--- config.mk ---
export PLATFORM = sky130hd
export DESIGN_NAME = xrnic_rq_cidb_sched
export DESIGN_NICKNAME = d
export VERILOG_FILES = /design/src/rtl/xrnic_rq_cidb_sched.sv
export SDC_FILE = /design/constraint.sdc
export NUM_CORES = 1
export LEC_CHECK = 0
export BUFFER_PORTS_ARGS = -buffer_cell sky130_fd_sc_hd__buf_2
export CORE_ASPECT_RATIO = 1.2
export CORE_MARGIN = 3
export CORE_UTILIZATION = 54
export CTS_BUF_LIST = sky130_fd_sc_hd__clkbuf_4 sky130_fd_sc_hd__clkbuf_8
export DETAILED_ROUTE_END_ITERATION = 6
export PLACE_DENSITY = 0.9
export SLEW_MARGIN = 30
export SYNTH_ARGS = -nofsm -noshare
export SYNTH_HDL_FRONTEND = slang
export SYNTH_SLANG_ARGS = --single-unit
--- constraint.sdc ---
create_clock -name core_clk -period 3.63 [get_ports core_clk]
set_input_delay 0.726 -clock core_clk [delete_from_list [all_inputs] [get_ports core_clk]]
set_output_delay 0.726 -clock core_clk [all_outputs]
set_load 0.05 [all_outputs]
--- src/rtl/xrnic_rq_cidb_sched.sv ---
// RQ consumer-index doorbell scheduler: coalesces one pending CI per QP and
// drains pending QPs round-robin onto the single CIDB register write port.
module xrnic_rq_cidb_sched #(
  parameter int unsigned NUM_QP      = 8,
  parameter int unsigned QPN_W       = 4,
  parameter logic [31:0] CIDB_BASE   = 32'h0002_0234,
  parameter logic [31:0] CIDB_STRIDE = 32'h0000_0100
) (
  input  logic                core_clk,
  input  logic                core_rst,
  input  logic                rx_pkt_hndler_o_rq_db_data_valid,
  input  logic [31:0]         rx_pkt_hndler_o_rq_db_data,
  input  logic [9:0]          rx_pkt_hndler_o_rq_db_addr,
  output logic                rx_pkt_hndler_i_rq_db_rdy,
  output logic [15:0]         qp_rq_cidb_hndshk,
  output logic [31:0]         qp_rq_cidb_wr_addr_hndshk,
  output logic                qp_rq_cidb_wr_valid_hndshk,
  input  logic                qp_rq_cidb_wr_rdy,
  output logic                rx_MR_tvalid,
  output logic [QPN_W-1:0]    rx_MR_QPn,
  output logic [NUM_QP-1:0]   cidb_pend_mask,
  output logic [15:0]         cidb_drop_cnt,
  output logic [15:0]         cidb_coalesce_cnt
);

  localparam int unsigned IDX_W = (NUM_QP > 1) ? $clog2(NUM_QP) : 1;
  localparam int unsigned CI_W  = 16;

  typedef enum logic [0:0] {S_IDLE, S_WAIT} state_e;

  state_e                  state_q, state_d;
  logic                    rdy_q;
  logic [NUM_QP-1:0]       pend_q, pend_d;
  logic [CI_W-1:0]         ci_q [NUM_QP];
  logic [IDX_W-1:0]        rr_q;
  logic [IDX_W-1:0]        cur_q;
  logic                    wr_valid_q;
  logic [31:0]             wr_addr_q;
  logic [CI_W-1:0]         wr_data_q;
  logic                    mr_valid_q;
  logic [QPN_W-1:0]        mr_qpn_q;
  logic [15:0]             drop_q;
  logic [15:0]             coal_q;

  logic                    acc_c;
  logic [QPN_W-1:0]        acc_qpn_c;
  logic                    acc_ok_c;
  logic [IDX_W-1:0]        acc_idx_c;
  logic                    gnt_found_c;
  logic [IDX_W-1:0]        gnt_idx_c;
  logic                    grant_c;
  logic                    done_c;
  logic                    coal_hit_c;
  logic                    unused_bits_c;

  assign unused_bits_c = ^{rx_pkt_hndler_o_rq_db_data[31:CI_W],
                           rx_pkt_hndler_o_rq_db_addr[9:QPN_W]};

  // Doorbell decode: QPN 0 and QPNs above NUM_QP are dropped
  assign acc_c     = rx_pkt_hndler_o_rq_db_data_valid & rdy_q;
  assign acc_qpn_c = rx_pkt_hndler_o_rq_db_addr[QPN_W-1:0];
  assign acc_ok_c  = acc_c && (acc_qpn_c != '0) && (32'(acc_qpn_c) <= NUM_QP);
  assign acc_idx_c = IDX_W'(acc_qpn_c - 1'b1);

  // Round-robin search starting just after the last completed QP
  always_comb begin : grant_search
    int unsigned k;
    k           = 0;
    gnt_found_c = 1'b0;
    gnt_idx_c   = '0;
    for (int unsigned i = 0; i < NUM_QP; i++) begin
      k = (32'(rr_q) + 32'd1 + i) % NUM_QP;
      if (!gnt_found_c && pend_q[IDX_W'(k)]) begin
        gnt_found_c = 1'b1;
        gnt_idx_c   = IDX_W'(k);
      end
    end
  end

  always_ff @(posedge core_clk) begin
    if (core_rst) state_q <= S_IDLE;
    else          state_q <= state_d;
  end

  always_comb begin
    state_d = state_q;
    case (state_q)
      S_IDLE:  if (gnt_found_c)       state_d = S_WAIT;
      S_WAIT:  if (qp_rq_cidb_wr_rdy) state_d = S_IDLE;
      default:                        state_d = S_IDLE;
    endcase
  end

  always_comb begin
    grant_c = 1'b0;
    done_c  = 1'b0;
    case (state_q)
      S_IDLE:  grant_c = gnt_found_c;
      S_WAIT:  done_c  = qp_rq_cidb_wr_rdy;
      default: ;
    endcase
  end

  // A same-cycle accept wins the pend bit over the grant that clears it
  always_comb begin
    pend_d = pend_q;
    if (grant_c)  pend_d[gnt_idx_c] = 1'b0;
    if (acc_ok_c) pend_d[acc_idx_c] = 1'b1;
    coal_hit_c = acc_ok_c && pend_q[acc_idx_c] && !(grant_c && (gnt_idx_c == acc_idx_c));
  end

  always_ff @(posedge core_clk) begin
    if (core_rst) begin
      rdy_q      <= 1'b0;
      pend_q     <= '0;
      rr_q       <= IDX_W'(NUM_QP - 1);
      cur_q      <= '0;
      wr_valid_q <= 1'b0;
      wr_addr_q  <= '0;
      wr_data_q  <= '0;
      mr_valid_q <= 1'b0;
      mr_qpn_q   <= '0;
      drop_q     <= '0;
      coal_q     <= '0;
      for (int unsigned i = 0; i < NUM_QP; i++) ci_q[i] <= '0;
    end else begin
      rdy_q  <= 1'b1;
      pend_q <= pend_d;
      if (acc_ok_c) ci_q[acc_idx_c] <= rx_pkt_hndler_o_rq_db_data[CI_W-1:0];
      if (grant_c) begin
        wr_valid_q <= 1'b1;
        wr_addr_q  <= CIDB_BASE + CIDB_STRIDE * 32'(gnt_idx_c);
        wr_data_q  <= ci_q[gnt_idx_c];
        cur_q      <= gnt_idx_c;
      end else if (done_c) begin
        wr_valid_q <= 1'b0;
        rr_q       <= cur_q;
      end
      mr_valid_q <= acc_ok_c;
      if (acc_ok_c) mr_qpn_q <= acc_qpn_c;
      if (acc_c && !acc_ok_c && (drop_q != 16'hFFFF)) drop_q <= drop_q + 16'd1;
      if (coal_hit_c && (coal_q != 16'hFFFF))         coal_q <= coal_q + 16'd1;
    end
  end

  assign rx_pkt_hndler_i_rq_db_rdy  = rdy_q;
  assign qp_rq_cidb_hndshk          = wr_data_q;
  assign qp_rq_cidb_wr_addr_hndshk  = wr_addr_q;
  assign qp_rq_cidb_wr_valid_hndshk = wr_valid_q;
  assign rx_MR_tvalid               = mr_valid_q;
  assign rx_MR_QPn                  = mr_qpn_q;
  assign cidb_pend_mask             = pend_q;
  assign cidb_drop_cnt              = drop_q;
  assign cidb_coalesce_cnt          = coal_q;

endmodule

==> impl.org, run 1 <==
** Critical path
- Endpoint arrival time on the critical path :: 4.43 ns
- Biggest fanout along the worst timing path :: 8
- Internal reg-to-reg setup slack :: -0.39 ns
- Kind of cell adding the most delay to the critical path :: multiplexers
- By startpoint and endpoint, the worst setup path is classified as flop to flop.
- Kind of capture point of the worst setup path :: flop
- On the worst path, the slowest cell contributes a delay of 0.52 ns.
- Data required time at the worst endpoint :: 4.04 ns
- Worst path bufs/invs :: 4
- Walking the worst path, the cells encountered are inv_4 -> ha_4 -> buf_12 -> mux4_2 -> mux2_4 -> or3_4 -> nor2_4 -> nand2_2 -> a32oi_4 -> buf_6 -> buf_6 -> mux2_4 -> a222oi_1 -> a31oi_1.
- Among all stages on the critical path, the largest delay is contributed by sky130_fd_sc_hd__mux4_2.
- Worst Setup Start Kind :: flop

** STA
- Headroom to the max-slew limit came out at 32.7%.
- Across all setup checks in the final design, the least slack found is -0.390 ns.
- In the finished design, the share of the clock period the worst path needs comes to 111%.
- For this run, the top clock speed supported by timing is 249 MHz.
- Worst slew pin tran :: 0.994 ns
- Final worst clock skew :: 0.0186 ns
- Total count of hold-check failures in the final report :: 0
- Final max-slew violation count :: 0
- Final-layout worst hold slack :: 0.470 ns
- Setup repair after global routing missed its margin :: yes
- The smallest clock period supported by the final layout is computed as 4.02 ns.
- Number of setup violations in the final report :: 41

** Pwr
- For this design the static power due to leakage is 5.28 nW.
- Power consumption :: 7.07 mW
- IR Drop Worst-Case VDD :: 0.263 mV
- In this run the power density over the cells is 578 mW/mm^2.

** Cells and area
- After routing the design area is 0.0122 sq mm.
- The post-route netlist has 30.2% of its cells at a drive strength greater than 1.
- Leaving out fill and tap cells, the most frequent cell in the layout is sky130_fd_sc_hd__nand2_1.
- The area growth from synthesis to layout is 21.7%.
- Commonest cells after routing, fill and taps aside :: sky130_fd_sc_hd__nand2_1 (138), sky130_fd_sc_hd__edfxtp_1 (128), sky130_fd_sc_hd__and2_1 (117)
- Nets :: 1167
- Fin cells :: 1366

** Clock tree
- Clock-pin slew was measured on the worst setup and hold paths at 0.07 ns.
- TritonCTS built the clock tree.
- Counting along the longest clock path gives a buffer depth of 3.
- CTS buffer count :: 30
- The tree is rooted in a sky130_fd_sc_hd__clkbuf_8.
- Count of clock tree sinks :: 202
- In this run the number of H-tree levels came out at 1.
- Clock latency on the worst-skew pair, taken at its later pin, is 0.56 ns.

** Floorplanning
- From bottom edge to top edge, the die measures 155 um.
- Width of the die :: 130 um
- The die covers 0.0203 sq mm.
- Core region area :: 0.0182 sq mm
- Placement Rows :: 54
- Once the floorplan was initialized, standard cells occupied 55.0% of the core.
- Number of ports placed on the die boundary :: 141

** Detailed routing
- The first TritonRoute pass finished after 6 iterations.
- After the first detailed-routing iteration, the DRC count stood at 1122.
- Overall routed net length :: 30.2 mm
- Number of remaining DRC errors :: 0
- Antenna-violating nets left :: 0
- Dividing the detail-routed via count by the number of cells gives 6.32.
- After detailed routing, the average wire length per cell comes to 22.1 um.
- Via total after detailed routing :: 8633

** Global routing
- Largest net degree at the start of global routing :: 46
- Initial antenna violation count :: 2
- Wire length of the first global-routing pass :: 43.2 mm
- The number of global-route vias before repair came to 8381.
- Global routing finished with a remaining overflow of 0.
- Across every metal layer, demand over resource in global routing totals 26.9%.

** Synth
- Synth cell types :: 67
- The synthesized netlist occupies a cell area of 0.0100 sq mm.
- Synthesized flop and latch total :: 202
- During synthesis, Yosys emitted a total of 0 warnings.
- For this run, the leading register cell type out of synthesis is sky130_fd_sc_hd__edfxtp_1.
- Count of mapped cells out of synthesis :: 949
- The average instance in the mapped netlist occupies 10.6 sq um.
- Share of the yosys chip area belonging to registers :: 53.0%
- Count of flip-flops with a built-in enable after synthesis :: 128
- In the synthesized netlist the async set-or-reset flop fraction comes to 0%.

** Run
- Max-cap violations in this run came to 0.

** Placed design
- Once placement finished, the instance area stood at 0.0112 sq mm.
- The HPWL after detailed placement is 17.3 mm.
- Timing analysis after detailed placement gives a worst setup slack of -0.338 ns.
- Global placement routability congestion :: 0.902
- Number of placed instances, taps included :: 1295
- The count of buffers added on input and output ports is 94.

** Outcome
- The flow ran to the end, but the final reports show violations.
- Violations in the final reports :: negative setup slack

** Hold path
- The path class of the tightest hold or removal check is input port to flop.
[per-layer routing]
metal	vias up	global-route usage, %	part of all wire [%]
li1	3696	-	-
met1	4156	30.9	34
met2	606	46.9	50
met3	173	4.70	9.6
met4	2	14.8	6.2
met5	-	0	0.023
[cell type report]
| type | instances | area, sq um |
|---|---|---|
| timing repair buffer | 192 | 1300 |
| inverter | 12 | 47.5 |
| multi-input combinational | 678 | 4630 |
| antenna | 2 | 5.00 |
| sequential | 202 | 5330 |
| clock inverter | 11 | 57.6 |
| tap | 224 | 280 |
| fill | 1168 | 6020 |
| clock buffer | 45 | 576 |
[worst reg2reg max path: stages (launching register included)]
cell                       delay, ns
sky130_fd_sc_hd__dfxtp_2        0.35
sky130_fd_sc_hd__inv_4          0.04
sky130_fd_sc_hd__ha_4           0.31
sky130_fd_sc_hd__buf_12         0.13
sky130_fd_sc_hd__mux4_2         0.52
sky130_fd_sc_hd__mux2_4         0.29
sky130_fd_sc_hd__or3_4          0.42
sky130_fd_sc_hd__nor2_4         0.19
sky130_fd_sc_hd__nand2_2        0.10
sky130_fd_sc_hd__a32oi_4        0.31
sky130_fd_sc_hd__buf_6          0.22
sky130_fd_sc_hd__buf_6          0.12
sky130_fd_sc_hd__mux2_4         0.29
sky130_fd_sc_hd__a222oi_1       0.42
sky130_fd_sc_hd__a31oi_1        0.18
[stage by stage]
| stage | setup TNS, ns | utilization, % |
|---|---|---|
| floorplan | -0.869 | - |
| global placement | -3.46 | 61.4 |
| detailed placement | -6.80 | 61.4 |
| CTS | -5.33 | 65.9 |
| global route | -13.55 | 67.0 |
| finish | -9.04 | 67.0 |
[state kept, by name, summed over array words and instances (netlist names)]
register                    count
rx_pkt_hndler_i_rq_db_rdy       1
cidb_pend_mask                  8
cidb_coalesce_cnt              16
rx_MR_tvalid                    1
rr_q                            3
rx_MR_QPn                       4
ci_q                          128
cur_q                           3
cidb_drop_cnt                  16
qp_rq_cidb_hndshk              16
qp_rq_cidb_wr_valid_hndshk      1
state_q                         1
qp_rq_cidb_wr_addr_hndshk       4
[cell usage after synthesis (all sizes together), types with 3 or more instances]
cell type  instances  area share, %
a21oi             31            1.6
a222oi            11            1.1
a31o              11           0.96
a31oi             12           0.75
a32oi             11            1.0
and2             119            7.4
and3              27            1.7
buf               44            3.1
clkbuf            37            1.4
dfxtp             74             15
edfxtp           128             38
ha                 5           0.62
inv               12           0.45
mux2              35            4.0
mux2i             24            2.4
mux4               9            2.1
nand2            139            5.2
nand3             35            1.7
nand4             13           0.81
nor2              49            1.9
nor2b              9           0.56
nor3               6           0.41
nor4               7           0.50
o211ai             3           0.22
o21a               3           0.22
o21ai             33            1.6
o31ai              5           0.37
or2                6           0.37
or3                5           0.36
or4                4           0.30
xnor2              6           0.52
xor2              13            1.1
[what timing repair did]
item,4_1_cts,5_1_grt
hold buffers,0,0
setup endpoints to repair,40,42
gates resized for setup,21,40
setup buffers,9,3
hold endpoints to repair,0,0
gates cloned,1,0
pin swaps,16,17
[cells by family after synthesis]
| family | count (synthesis) | share of synthesized area (%) |
|---|---|---|
| xor gates and xnor gates | 21 | 2.12 |
| DFF | 202 | 53.0 |
| and+or+nand+nor | 425 | 21.8 |
| AOI/OAI and AO/OA | 134 | 9.12 |
| other | 1 | 0.0373 |
| muxes | 68 | 8.41 |
| buffers and inverters | 93 | 4.91 |
| adders and majority gates | 5 | 0.623 |
[power breakdown]
part	leakage (nW)	internal (mW)	switching, mW
logic	2.96	0.920	1.57
registers	1.98	2.57	0.0894
clock network	0.339	1.02	0.902
[path summary, 6_finish.rpt]
check	end	cells past startpoint	from
worst min register to register	qp_rq_cidb_wr_addr_hndshk[11]	2	qp_rq_cidb_wr_addr_hndshk[11]
worst max-delay path	qp_rq_cidb_hndshk[1]	14	rr_q[0]
worst max register to register	qp_rq_cidb_hndshk[1]	14	rr_q[0]
worst min-delay path	rx_MR_QPn[3]	3	rx_pkt_hndler_o_rq_db_addr[3]
Power figures use the tool's default switching activity.
==> run 2, diff against run 1 <==
--- a/config.mk
+++ b/config.mk
@@ -6,12 +6,13 @@
 export NUM_CORES = 1
 export LEC_CHECK = 0
 export BUFFER_PORTS_ARGS = -buffer_cell sky130_fd_sc_hd__buf_2
-export CORE_ASPECT_RATIO = 1.2
+export CELL_PAD_IN_SITES_DETAIL_PLACEMENT = 1
+export CELL_PAD_IN_SITES_GLOBAL_PLACEMENT = 1
 export CORE_MARGIN = 3
-export CORE_UTILIZATION = 54
+export CORE_UTILIZATION = 42
 export CTS_BUF_LIST = sky130_fd_sc_hd__clkbuf_4 sky130_fd_sc_hd__clkbuf_8
 export DETAILED_ROUTE_END_ITERATION = 6
-export PLACE_DENSITY = 0.9
+export PLACE_DENSITY = 0.89
 export SLEW_MARGIN = 30
 export SYNTH_ARGS = -nofsm -noshare
 export SYNTH_HDL_FRONTEND = slang
==> run 2 against run 1 <==
  * The flow finishes with violations (design-rule violations, negative setup slack)
  * Clock power rose by 21%
  * Routed wire length up 32%
  * Register-to-register slack worse by 0.12 ns
  * Via count is 4.3% higher
  * Largest cell class unchanged
  * Sequential power is essentially flat
  * Sequential share of layout area fell by 2.2 points
  * Worst hold slack gained 0.027 ns
  * Die area grew 27%
  * Clock skew increased by 0.034 ns
  * Cell area rose by 5.4%
  * Critical path depth is 3 higher
  * Non-clock buffer count up 19
==> impl.org, run 2 (synthesis results as in run 1) <==
** Outcome
- The run finished, with violations left.
- Violations in the final reports :: design-rule violations, negative setup slack

** Clock tree
- CTS tree :: done
- The clock transition at the registers of the reported paths came to 0.06 ns (about the same).
- Buffer depth of the longest clock path :: 3 (unchanged)
- The number of clock sinks seen by CTS is 202 (unchanged).
- The H-tree level count came to 2 (+1).
- Clock root buffer master :: sky130_fd_sc_hd__clkbuf_8
- The number of buffers created by CTS came to 35 (+17%).
- The later-pin clock latency in the skew report is 0.56 ns (about the same).
- The number of buffers inserted by hold repair at cts came to 0 (unchanged).

** Placed design
- The routability-driven placement congestion ratio was 0.828 (-8.2%).
- The placed cell count came to 1389 (+7.3%).
- The final HPWL from detailed placement was 21.5 mm (+25%).
- The area of placed instances came to 0.0114 sq mm (+1.6%).
- I/O Buffers :: 94 (unchanged)

** Detailed routing
- The wire length per cell after detailed routing came to 27.0 um (+22%).
- Vias per std cell :: 6.09 (-3.7%)
- The count of TritonRoute iterations in the first routing pass is 7 (+1).
- The final antenna-violating net count was 0 (unchanged).
- Number of remaining DRC errors :: 3 (+3)
- The initial detailed-routing violation count is 960 (-14%).
- Via total after detailed routing :: 9001 (+4.3%)
- The sum of routed wire length over all layers is 39.9 mm (+32%).

** Critical path
- Worst-path cell with the longest stage delay :: sky130_fd_sc_hd__mux4_2
- Worst path bufs/invs :: 6 (+2)
- The critical path goes through inv_4 -> ha_4 -> buf_12 -> mux4_2 -> mux2_4 -> buf_6 -> a211o_1 -> o211ai_1 -> nand2_1 -> a32oi_4 -> buf_4 -> buf_6 -> mux2i_4 -> a21oi_4 -> buf_6 -> a21boi_0 -> o21a_1.
- The critical path data arrival time is 4.61 ns (+0.18 ns).
- Kind of cell adding the most delay to the critical path :: compound AO/OA/AOI/OAI gates
- Worst Setup Start Kind :: flop
- Biggest fanout along the worst timing path :: 7 (-1)
- The worst stage delay on the critical path was 0.56 ns (+0.04 ns).
- The required time of the worst setup path came to 4.09 ns (+0.05 ns).
- The worst setup path is captured at a flop.
- Type of the worst setup path :: flop to flop
- By instance count, the cell type seen most on the critical path is sky130_fd_sc_hd__buf_6.

** Floorplanning
- Effective utilization at floorplan :: 43.6% (-11 points)
- Core region area :: 0.0231 sq mm (+26%)
- Width of the die :: 161 um (+23%)
- Placement Rows :: 55 (+1.9%)
- The number of top-level pins was 141 (unchanged).
- Area of the die :: 0.0258 sq mm (+27%)
- The chip height is 161 um (+3.4%).

** Pwr
- IR Drop Worst-Case VDD :: 0.249 mV (-5.5%)
- The power per unit of standard cell area came to 610 mW/mm^2 (+5.5%).
- The leakage power figure is 5.52 nW (+4.6%).
- Power consumption :: 7.86 mW (+11%)

** STA
- The final sum of negative setup slack is -15.01 ns (-5.97 ns).
- The worst hold-check slack was 0.497 ns (+0.0266 ns).
- The final clock period utilization by the worst path was 114% (+3.3 points).
- Setup repair after global routing could not meet its margin everywhere.
- The highest clock rate came to 241 MHz (-2.9%).
- The maximum clock skew at final layout is 0.0521 ns (+0.0336 ns).
- The worst-case setup margin in the final layout was -0.511 ns (-0.121 ns).
- Minimum clock period :: 4.14 ns (+0.121 ns)
- The number of hold violations in the final report is 0 (unchanged).
- The relative slew slack was 35.6% (+2.9 points).
- The number of slew-limit violations in the final report was 0 (unchanged).
- Worst slew pin tran :: 0.964 ns (-0.0299 ns)
- The final setup violation count came to 41 (unchanged).

** Global routing
- Initial antenna violation count :: 3 (+1)
- Number of global-route vias before repair :: 9449 (+13%)
- The largest net degree at the start of global routing came to 46 (unchanged).
- Combined global-route utilization of all metal layers :: 27.5% (+0.59 points)
- Total gr overflow :: 0 (unchanged)
- The wire length of the first global-routing pass is 55.4 mm (+28%).

** Run
- # Max-Cap Violations :: 0 (unchanged)

** Cells and area
- Commonest cells after routing, fill and taps aside :: sky130_fd_sc_hd__nand2_1 (137), sky130_fd_sc_hd__edfxtp_1 (128), sky130_fd_sc_hd__and2_1 (116)
- Most frequent standard cell in the layout excluding fill and tap cells :: sky130_fd_sc_hd__nand2_1
- Counting flops per register, the top entry is ci_q.
- The number of fill cells in the layout came to 2498 (+110%).
- Fraction of final layout cells sized beyond drive strength 1 :: 33.6% (+3.5 points)
- The final layout net count was 1191 (+2.1%).
- The post-route non-filler standard cell count is 1479 (+8.3%).
- Number of flip-flops under the largest register name :: 128 (unchanged)
- Final cell area excluding filler cells :: 0.0129 sq mm (+5.4%)
- Compared with the post-synthesis result, the final layout area differs by 28.3%.

** Hold path
- Path type of the worst min-delay path :: flop to flop
-- run 2: cell types whose count changed in the layout (fill, tap and decap cells not counted), sizes merged --
cell | before | now
buf | 192 | 211
clkbuf | 45 | 56
bufinv | 0 | 1
clkinv | 11 | 3
diode | 2 | 1
inv | 12 | 14
-- run 2: report_power, final --
group | internal, mW | switching, mW
clock network | 1.30 | 1.02
registers | 2.58 | 0.105
logic | 1.07 | 1.79
total | 4.95 | 2.92
-- run 2: worst register-to-register path, stage by stage, from the launching register on --
cell and delay, ns:
sky130_fd_sc_hd__dfxtp_2 0.36, sky130_fd_sc_hd__inv_4 0.05, sky130_fd_sc_hd__ha_4 0.31, sky130_fd_sc_hd__buf_12 0.14, sky130_fd_sc_hd__mux4_2 0.56, sky130_fd_sc_hd__mux2_4 0.33
sky130_fd_sc_hd__buf_6 0.14, sky130_fd_sc_hd__a211o_1 0.25, sky130_fd_sc_hd__o211ai_1 0.13, sky130_fd_sc_hd__nand2_1 0.13, sky130_fd_sc_hd__a32oi_4 0.28, sky130_fd_sc_hd__buf_4 0.16
sky130_fd_sc_hd__buf_6 0.10, sky130_fd_sc_hd__mux2i_4 0.34, sky130_fd_sc_hd__a21oi_4 0.16, sky130_fd_sc_hd__buf_6 0.19, sky130_fd_sc_hd__a21boi_0 0.25, sky130_fd_sc_hd__o21a_1 0.19
-- run 2: worst paths after layout --
| path | start | end | slack [ns] | cells past startpoint |
|---|---|---|---|---|
| worst max-delay path | rr_q[0] | cidb_coalesce_cnt[15] | -0.51 | 17 |
| worst min-delay path | qp_rq_cidb_wr_addr_hndshk[11] | qp_rq_cidb_wr_addr_hndshk[11] | 0.50 | 2 |
| worst max register to register | rr_q[0] | cidb_coalesce_cnt[15] | -0.51 | 17 |
| worst min register to register | qp_rq_cidb_wr_addr_hndshk[11] | qp_rq_cidb_wr_addr_hndshk[11] | 0.50 | 2 |
-- run 2: layout make-up --
class	count	area [sq um]	area share (%)
multi-input cells	678	4770	37.0
diodes	1	2.50	0.0194
repair buffers	211	1580	12.3
well taps	313	392	3.04
clock inverters	6	60.1	0.466
inverters	12	47.5	0.369
clock buffers	56	702	5.45
flip-flops and latches	202	5330	41.3
-- run 2: metrics by stage --
stage / utilization (%) / setup slack, ns
2_1_floorplan: - / -0.0879
3_3_place_gp: 49.4 / -0.201
3_5_place_dp: 49.4 / -0.314
4_1_cts: 54.6 / -0.247
5_1_grt: 55.9 / -0.572
6_report: 55.9 / -0.511
-- run 2: routing by layer --
metal  GRT usage [%]  up-vias  wire (um)
met5               0        -         31
met4            14.4        4       2360
met3            4.95      187       3210
met2            49.1      592      20200
met1            31.4     4465      14100
li1                -     3753          -
-- run 2: what timing repair did --
action | in CTS | in global routing
pin swaps | 36 | 38
cloned | 4 | 0
setup buffers | 14 | 12
endpoints found under the setup margin | 41 | 41
gates resized for setup | 63 | 49
==> run 3, diff against run 2 <==
--- a/config.mk
+++ b/config.mk
@@ -10,7 +10,7 @@
 export CELL_PAD_IN_SITES_GLOBAL_PLACEMENT = 1
 export CORE_MARGIN = 3
 export CORE_UTILIZATION = 42
-export CTS_BUF_LIST = sky130_fd_sc_hd__clkbuf_4 sky130_fd_sc_hd__clkbuf_8
+export CTS_BUF_LIST = sky130_fd_sc_hd__clkbuf_8
 export DETAILED_ROUTE_END_ITERATION = 6
 export PLACE_DENSITY = 0.89
 export SLEW_MARGIN = 30
==> run 3 against run 2 <==
  * The run ends with negative setup slack left
  * Power is 3.9% lower
  * Sequential share of layout area is 0.85 points higher
  * Via count is 1.0% lower
  * Utilization is 1.1 points lower
  * Cell area is 2.0% lower
  * Largest cell class unchanged
==> impl.org, run 3 (synthesis results as in run 1) <==
** Outcome
- Run status :: finished, violations left
- The final reports fail on negative setup slack.

** Detailed routing
- The total via count after detailed routing came to 8911 (-1.0%).
- The mean number of vias per cell was 6.07 (-0.33%).
- Number of remaining DRC errors :: 0 (-3)
- The count of TritonRoute iterations in the first routing pass came to 6 (-1).
- Overall routed net length :: 38.0 mm (-4.8%)
- Number of violations reported at the end of detailed-routing iteration 0 :: 983 (+2.4%)
- WL/cell :: 25.9 um (-4.2%)
- The final antenna-violating net count came to 0 (unchanged).

** STA
- The number of hold violations in the final report was 0 (unchanged).
- Highest achievable clock rate :: 242 MHz (+0.26%)
- Final worst clock skew :: 0.0619 ns (+0.00979 ns)
- The worst-case setup margin in the final layout is -0.501 ns (+0.0107 ns).
- Setup repair after global routing could not meet its margin everywhere.
- The final period demand of the worst path came to 4.13 ns (-0.0107 ns).
- The final setup violation count was 41 (unchanged).
- Max-slew headroom at the worst pin :: 29.0% (-6.6 points)
- The number of slew-limit violations in the final report is 0 (unchanged).
- Fin crit share :: 114% (-0.29 points)
- The pin slew with the least headroom to its limit was 1.06 ns (+0.0995 ns).

** Cells and area
- Most flop-heavy register :: ci_q
- Relative to the synthesized area, the layout overhead comes to 25.7%.
- The number of flip-flops in the largest register came to 128 (unchanged).
- Finished Core Util :: 54.8% (-1.1 points)
- The post-route cell area came to 0.0126 sq mm (-2.0%).
- The post-route non-filler standard cell count was 1469 (-0.68%).
- The final layout net count was 1181 (-0.84%).
- The library cell used most frequently in the layout, excluding fill and tap cells, is sky130_fd_sc_hd__nand2_1.
- Number of fill cells :: 2511 (+0.52%)
- The library cells used most frequently in the layout, excluding fill and tap cells, are sky130_fd_sc_hd__nand2_1 (137), sky130_fd_sc_hd__edfxtp_1 (128), sky130_fd_sc_hd__and2_1 (116).
- Fraction of final layout cells sized beyond drive strength 1 :: 31.3% (-2.3 points)

** Clock tree
- CTS tree :: done
- CTS clk-pin slew, worst paths :: 0.06 ns (about the same)
- Clock root buffer master :: sky130_fd_sc_hd__clkbuf_8
- The H-tree level count came to 2 (unchanged).
- Buffer depth of the longest clock path :: 3 (unchanged)
- The number of buffers created by CTS came to 35 (unchanged).
- Count of clock tree sinks :: 202 (unchanged)
- The number of buffers inserted by hold repair at cts is 0 (unchanged).
- Source-to-sink clock delay at the later pin of the worst-skew pair :: 0.57 ns (about the same)

** Hold path
- The worst hold path terminates at qp_rq_cidb_hndshk[9].
- Path type of the worst min-delay path :: flop to flop
- The worst hold path depth came to 2 (unchanged).
- Startpoint of the lowest-slack hold path :: qp_rq_cidb_hndshk[9]

** Global routing
- Total gr overflow :: 0 (unchanged)
- The aggregate global-route resource usage came to 26.9% (-0.63 points).
- The number of antenna violations at the first check in global routing was 2 (-1).
- Largest net degree at the start of global routing :: 46 (unchanged)
- The wire length of the first global-routing pass is 54.2 mm (-2.0%).
- The number of global-route vias before repair is 9304 (-1.5%).

** Floorplanning
- Area of the die :: 0.0258 sq mm (unchanged)
- The chip height came to 161 um (unchanged).
- The number of core rows came to 55 (unchanged).
- Number of ports placed on the die boundary :: 141 (unchanged)
- Width of the die :: 161 um (unchanged)
- Effective utilization at floorplan :: 43.6% (unchanged)
- The core area came to 0.0231 sq mm (unchanged).

** Critical path
- Type of the worst setup path :: flop to flop
- Launching point of the worst reg2reg path :: rr_q[0]
- Internal reg-to-reg setup slack :: -0.50 ns (about the same)
- Data required time at the worst endpoint :: 4.09 ns (about the same)
- Endpoint arrival time on the critical path :: 4.59 ns (-0.02 ns)
- STA classifies the critical path startpoint as a flop.
- The critical path goes through inv_4 -> ha_4 -> buf_12 -> mux4_2 -> mux2_4 -> or3_4 -> nor2_4 -> buf_4 -> nand3_2 -> a21oi_4 -> a311oi_4 -> buf_4 -> and2_4 -> buf_12 -> or4_4 -> a21oi_2.
- The endpoint identified for the worst register-to-register timing path is cidb_coalesce_cnt[7].
- The worst stage delay on the critical path was 0.56 ns (about the same).
- Among all stages on the critical path, the largest delay is contributed by sky130_fd_sc_hd__mux4_2.
- Kind of capture point of the worst setup path :: flop
- Biggest fanout along the worst timing path :: 5 (-2)
- The number of cells traversed by the worst register-to-register path is 16 (-1).

** Placed design
- Hpwl dp :: 21.5 mm (unchanged)
- Global placement routability congestion :: 0.828 (unchanged)
- I/O Buffers :: 94 (unchanged)
- The placement-stage worst setup slack was -0.314 ns (unchanged).
- The area of placed instances was 0.0114 sq mm (unchanged).
- Number of placed instances, taps included :: 1389 (unchanged)

** Pwr
- The leakage power figure came to 5.44 nW (-1.5%).
- IR Drop Worst-Case VDD :: 0.290 mV (+17%)
- Power consumption :: 7.55 mW (-3.9%)
- Total power density per cell area :: 598 mW/mm^2 (-2.0%)

** Run
- # Max-Cap Violations :: 0 (unchanged)
## run 3: changes by cell type in the layout (fill, tap and decap cells not counted), moves of 6 or more
cell                       change
sky130_fd_sc_hd__a21oi_1       +6
sky130_fd_sc_hd__buf_6         -9
sky130_fd_sc_hd__clkbuf_4     -11
sky130_fd_sc_hd__inv_1        +11
sky130_fd_sc_hd__mux2_2        +7
sky130_fd_sc_hd__mux2_4        -8
## run 3: report_power, final
part	total, mW	switching [mW]	internal [mW]
logic	2.66	1.69	0.966
registers	2.68	0.103	2.58
clock network	2.21	1.03	1.19
## run 3: critical path: cells and delay by family (launching register included)
family | cells | cell delay (ns)
buffers and inverters | 5 | 0.65
AO/OA/AOI/OAI | 3 | 0.50
adder cells (fa/ha/maj) | 1 | 0.32
multiplexers | 2 | 0.87
flip-flops | 1 | 0.36
AND/OR/NAND/NOR | 5 | 1.32
## run 3: how the worst max path moves through the flow
stage | start | to | slack, ns | depth (start not counted)
final | rr_q[0] | cidb_coalesce_cnt[7] | -0.50 | 16
after global routing | rr_q[0] | cidb_coalesce_cnt[5] | -0.56 | 14
after CTS | rr_q[0] | qp_rq_cidb_hndshk[2] | -0.27 | 14
after detailed placement | rr_q[0] | cidb_coalesce_cnt[3] | -0.31 | 14
after global placement | rr_q[0] | cidb_coalesce_cnt[3] | -0.20 | 14
after floorplan | rr_q[0] | qp_rq_cidb_hndshk[10] | -0.09 | 15
## run 3: final cells by class
cell class / instances / area [sq um] / share of cell area, %
repair buffers: 201 / 1450 / 11.5
flip-flops and latches: 202 / 5330 / 42.2
clock inverters: 17 / 101 / 0.803
inverters: 12 / 47.5 / 0.377
diodes: 1 / 2.50 / 0.0198
clock buffers: 45 / 619 / 4.90
multi-input cells: 678 / 4690 / 37.2
well taps: 313 / 392 / 3.10
## run 3: metal layers
layer,share of wire (%),track usage [%]
met1,36,30.4
met2,50,47.6
met3,7.4,4.67
met4,6.0,15.3
met5,0.024,0
## run 3: timing repair
| item | 4_1_cts | 5_1_grt |
|---|---|---|
| gates cloned | 1 | 2 |
| pin swaps | 27 | 25 |
| buffers inserted | 7 | 8 |
| endpoints found under the setup margin | 41 | 41 |
| gates resized for setup | 38 | 41 |
## run 3: per-stage QoR
step	hold slack, ns	setup TNS, ns
3_5_place_dp	0.470	-6.74
6_report	0.481	-14.88
5_1_grt	0.501	-18.84
4_1_cts	0.478	-5.28
2_1_floorplan	0.458	-0.869
3_3_place_gp	0.462	-2.82
